$ cat config.mk
export PLATFORM = sky130hd
export DESIGN_NAME = timing_gen
export DESIGN_NICKNAME = d
export VERILOG_FILES = /design/src/rtl/timing_gen.sv
export SDC_FILE = /design/constraint.sdc
export NUM_CORES = 1
export LEC_CHECK = 0
export ABC_CLOCK_PERIOD_IN_PS = 2050
export BUFFER_PORTS_ARGS = -buffer_cell sky130_fd_sc_hd__buf_2
export CAP_MARGIN = 15
export CORE_MARGIN = 2
export CORE_UTILIZATION = 25
export DETAILED_ROUTE_END_ITERATION = 8
export PLACE_DENSITY = 0.42
export SYNTH_ARGS = -nofsm -noshare
export SYNTH_HDL_FRONTEND = slang
export SYNTH_SLANG_ARGS = --single-unit
$ cat constraint.sdc
create_clock -name sysclk -period 2.05 [get_ports sysclk]
set_input_delay 0.41 -clock sysclk [delete_from_list [all_inputs] [get_ports sysclk]]
set_output_delay 0.41 -clock sysclk [all_outputs]
set_load 0.05 [all_outputs]
$ cat src/rtl/timing_gen.sv
// timing_gen: 4004 two-phase clock, subcycle, sync, phase-flag and sc/dc generator
module timing_gen #(
  parameter int CLK_DIV = 4
) (
  input  logic sysclk,
  input  logic poc_n,
  input  logic two_word,
  output logic clk1,
  output logic clk2,
  output logic sync,
  output logic a12,
  output logic a22,
  output logic a32,
  output logic m12,
  output logic m22,
  output logic x12,
  output logic x22,
  output logic x32,
  output logic sc,
  output logic dc
);
  localparam int DW = CLK_DIV > 1 ? $clog2(CLK_DIV) : 1;
  localparam logic [DW-1:0] DMAX = DW'(CLK_DIV - 1);
  logic [DW-1:0] div, div_n;
  logic [1:0] slot, slot_n;
  logic [2:0] sub, sub_n;
  logic [7:0] ph;
  logic dw, sw, a1_start;
  always_comb begin
    dw = div == DMAX;
    sw = dw && slot == 2'd3;
    div_n = dw ? '0 : div + DW'(1);
    slot_n = dw ? slot + 2'd1 : slot;
    sub_n = sw ? sub + 3'd1 : sub;
    a1_start = sw && sub == 3'd7;
  end
  always_ff @(posedge sysclk) begin
    if (!poc_n) begin
      div <= DMAX;
      slot <= 2'd3;
      sub <= 3'd7;
      clk1 <= 1'b0;
      clk2 <= 1'b0;
      sync <= 1'b0;
      ph <= '0;
      dc <= 1'b0;
      sc <= 1'b1;
    end else begin
      div <= div_n;
      slot <= slot_n;
      sub <= sub_n;
      clk1 <= slot_n == 2'd0;
      clk2 <= slot_n == 2'd2;
      sync <= sub_n == 3'd7;
      if (dw && slot == 2'd1) ph <= 8'd1 << sub_n;
      if (a1_start) begin
        dc <= ~dc & two_word;
        sc <= ~(~dc & two_word);
      end
    end
  end
  assign {x32, x22, x12, m22, m12, a32, a22, a12} = ph;
endmodule

======== Word-level counts from Yosys, hierarchy flattened ========
Index checks and enable logic that the tools add are counted.
storage, ports and cells
  flip-flop bits (word level) ............. 20
  memories kept ........................... 0
  memory bits (read-only) ................. 0
  logic and storage cells ................. 29
  latch bits .............................. 0
  bits in writable memories ............... 0
  output and inout bits ................... 13
operators by class
  multiplexer cells ....................... 3
  equality and inequality tests ........... 6
  add/sub/neg operators ................... 3
  reductions and logical operators ........ 4
  divide/modulo/power cells ............... 0
  multipliers ............................. 0
  shift operators ......................... 1
  bitwise logic cells ..................... 3
  $lt $le $gt $ge ......................... 0
operator list
  cell                                                               number
  1-bit by 3-bit left shift with 8-bit output, first input constant  1
  2-bit == test, second input constant                               3
  3-bit == test, second input constant                               2
  2-bit by 1-bit adder with 2-bit output, second input constant      2
  2-bit 2-to-1 mux                                                   2
  3-bit by 1-bit adder with 3-bit output, second input constant      1
  1-bit logical AND                                                  3
  3-bit 2-to-1 mux                                                   1
  2-bit by 1-bit == test with 1-bit output, second input constant    1
  2-bit logical NOT                                                  1
  1-bit NOT                                                          2
  1-bit bitwise AND                                                  1

======== Logic depth before layout (Yosys ltp) ========
  word-level depth ........................ 4
  depth in mapped cells ................... 6
  mapped depth without buffers ............ 5

======== Least setup slack after synthesis ========
No wires, ideal clock.
  path type ............................... register to register
  start ................................... reg sub[0]
  end ..................................... reg ph[7]
  cell stages (with the launch flop) ...... 6
  library setup time ...................... 0.130 ns
  path slack .............................. 0.584 ns
  period minus slack after synthesis ...... 1.466 ns
  required time ........................... 1.920 ns
  data arrival time ....................... 1.336 ns
  path through ............................ dfxtp_1 > ha_1 > ha_1 > and4b_1 > a31oi_1 > o31ai_1
between the ends
  word-level cells in the longest chain between the ends .. 3
RTL lines
  element                                          RTL line  RTL
  start: declaration                               26        logic [2:0] sub, sub_n;
  start signal: assignment                         51        sub <= sub_n;
  3-bit by 1-bit adder with 3-bit output           34        sub_n = sw ? sub + 3'd1 : sub;
  3-bit 2-to-1 mux (*)                             34
  1-bit by 3-bit left shift with 8-bit output (*)  55        if (dw && slot == 2'd1) ph <= 8'd1 << sub_n;
  end signal: assignment                           55
  end: declaration                                 27        logic [7:0] ph;
Every way passes the cells marked *; elsewhere a longest branch is shown, timed or not.
A chain may end at the register's enable or synchronous reset.

======== Worst setup path after layout ========
Ends and elaborated chain as after synthesis.

==> run metrics <==
gp weighted congestion=roughly 0.66; chip height=roughly 61 microns; final HPWL from detailed placement=about 1100 microns; number of global-route vias before repair=roughly 540; VDD IR max=roughly 0.00025 V; final setup fails=0; total global-route track usage=0.09223; violation count after the first detailed-routing iteration=24; Core Box Area=3053 sq um; synthesis warning total=0; Worst Hold Margin=roughly 0.40 ns; post-DR vias/cell=4.379; later-pin clock latency in the skew report=roughly 0.29 ns; final standard cell count with taps included and fillers excluded=132; result of the run=finished, final reports clean; crit end category=flip-flop; Area Overhead vs Synth=17.21%; LEAKAGE=approximately 0.41 nW; Reg clk slew, reported paths=about 0.11 ns; share of the synthesized area in the top cell type=0.5008; Port Buf Inserts=15; Post-Layout Inst Area=approximately 940 sq um; Antenna Diode Count=0; total vias in the final route=around 580; Tmin final=1.655 ns; commonest register cell after synthesis=sky130_fd_sc_hd__dfxtp_1; Worst Tran Pin Value=0.4404 ns; Distinct cells, synth=26; post-cts gate resize count=0; Clock Tree Buf Depth=2; standard-cell row count=20; Max Clock Freq=604.1 MHz; Worst Skew=~0.0061 ns; Mapped Area=799.5 sq um; width of the die=a little over 60 microns; Cells after DPL=approximately 130; top-level port count=16; starting density of the core=0.2619; fraction of final layout cells sized beyond drive strength 1=0.2614; unrepaired setup endpoints after global routing=false; most numerous cell in the Yosys netlist=sky130_fd_sc_hd__dfxtp_1; final hold viol count=0; register area share after synthesis=0.5008; buffer count from post-CTS setup fixing=0; cell types with the highest counts after synthesis=sky130_fd_sc_hd__dfxtp_1, sky130_fd_sc_hd__nand2_1, sky130_fd_sc_hd__a32o_1; maximum fanout count along the critical path=5; CTS tree=done; total placed instance area=slightly above 900 sq um; required time of the critical path=between 2 and 2.5 ns; Detailed Route WL=1514 microns; Avg Cell Area, Syn=between 10 and 15 sq um; CP Data Arrival Time=about 1.8 ns; Total Die Area=around 3700 sq um; WL/cell=11.47 microns; cell types with the largest area share after synthesis=sky130_fd_sc_hd__dfxtp_1, sky130_fd_sc_hd__ha_1, sky130_fd_sc_hd__a32o_1; clock tree sinks=20; number of H-tree levels=1; power per standard cell area=1193 nW/um^2; number of pins exceeding their max-slew limit in the final report=0; CTS Hold Buffers Added=0; final critical-path share of the clock period=0.8075; net count after synthesis=just over 80; maximum capacitance violations=0; number of buffers added by the clock tree synthesis step=3; number of iterations in the first detailed-routing pass=4; Min-Delay Path Class=input port to flip-flop; TNS Setup=0 ns; cell count after synthesis=73; max_slew headroom=0.6980; Detail Route Antenna Nets=0; largest net degree at the start of global routing=15; initial antenna violation count=0; clock root buffer=sky130_fd_sc_hd__clkbuf_4; Setup CP Type=flip-flop to flip-flop; Net count, final=just under 100; count of unresolved DRC violations after routing=0; filler cell count in the final layout=around 340; share of flip-flops with an asynchronous set or reset=0; register bit count reported by yosys=20; cell accounting for the most synthesized area=sky130_fd_sc_hd__dfxtp_1; wire length of the first global-routing pass=approximately 2400 microns; element type at the critical path start=flip-flop; Remaining Overflow, GRT=0; Power, Total=~1.1 mW; Post-synth EDFFs=0
-- area by class of cell --
cell class,instances,area (sq um),area share
sequential,20,400.4,0.4272
multi-input combinational,48,376.6,0.4019
timing repair buffer,15,75.07,0.08011
tap,44,55.05,0.05874
clock buffer,3,22.52,0.02403
inverter,2,7.507,0.008011
-- stage by stage --
step | util | setup WS (ns)
2_1_floorplan | - | 0.5841
3_3_place_gp | 0.2996 | 0.4263
3_5_place_dp | 0.2996 | 0.3999
4_1_cts | 0.3070 | 0.3837
5_1_grt | 0.3070 | 0.3225
6_report | 0.3070 | 0.3947
-- cells in the final DEF (no fill, tap or decap), types with 2 or more instances in the layout --
master	n
sky130_fd_sc_hd__nand3_1	3
sky130_fd_sc_hd__inv_1	2
sky130_fd_sc_hd__o21ai_0	3
sky130_fd_sc_hd__a31oi_1	3
sky130_fd_sc_hd__xor2_1	2
sky130_fd_sc_hd__ha_1	5
sky130_fd_sc_hd__nor2b_1	2
sky130_fd_sc_hd__mux2_4	2
sky130_fd_sc_hd__dfxtp_1	20
sky130_fd_sc_hd__nor2_1	3
sky130_fd_sc_hd__a32o_1	6
sky130_fd_sc_hd__buf_2	15
sky130_fd_sc_hd__nand2_1	7
sky130_fd_sc_hd__clkbuf_4	3
-- routing by layer --
| layer | share of wire | wire length, microns | vias to the layer above | track usage |
|---|---|---|---|---|
| li1 | - | - | 295 | - |
| met1 | 0.50 | 756 | 277 | 0.1153 |
| met2 | 0.49 | 746 | 6 | 0.1460 |
| met3 | 0.0073 | 11 | 0 | 0.01279 |
| met4 | 0 | 0 | 0 | 0.06522 |
| met5 | 0 | 0 | - | 0 |
-- critical path, stage by stage (launching register included) --
cell	delay, ns
sky130_fd_sc_hd__dfxtp_1	0.38
sky130_fd_sc_hd__ha_1	0.22
sky130_fd_sc_hd__ha_1	0.30
sky130_fd_sc_hd__and4b_1	0.20
sky130_fd_sc_hd__a31oi_1	0.32
sky130_fd_sc_hd__o31ai_1	0.12
-- sequential cells by signal, indices dropped and copies added (netlist names) --
register	cells
sc	1
ph	8
slot	2
clk1	1
sub	3
div	2
sync	1
dc	1
clk2	1
-- report_power, final --
group	switching, mW	total, mW	internal, mW
sequential	0.0383	0.485	0.447
combinational	0.295	0.453	0.158
clock	0.112	0.181	0.0683
total	0.446	1.12	0.673
-- cells by family after synthesis --
family | after synthesis | synth area share
XOR/XNOR | 3 | 0.03287
AO/OA/AOI/OAI | 15 | 0.1518
flip-flops | 20 | 0.5008
buffers and inverters | 5 | 0.02818
multiplexers | 4 | 0.06729
AND/OR/NAND/NOR | 21 | 0.1409
adder cells (fa/ha/maj) | 5 | 0.07825
-- path summary, 6_finish.rpt --
check / slack [ns] / to / startpoint / cells past startpoint
min: 0.40 / slot[1]$_SDFF_PN1_ / poc_n / 2
min reg2reg: 0.45 / div[0]$_SDFF_PN1_ / div[0]$_SDFF_PN1_ / 1
max reg2reg: 0.39 / ph[7]$_SDFFE_PN0P_ / sub[0]$_SDFF_PN1_ / 5
max: 0.39 / ph[7]$_SDFFE_PN0P_ / sub[0]$_SDFF_PN1_ / 5
Note: power is estimated with default switching activity, not from simulation.
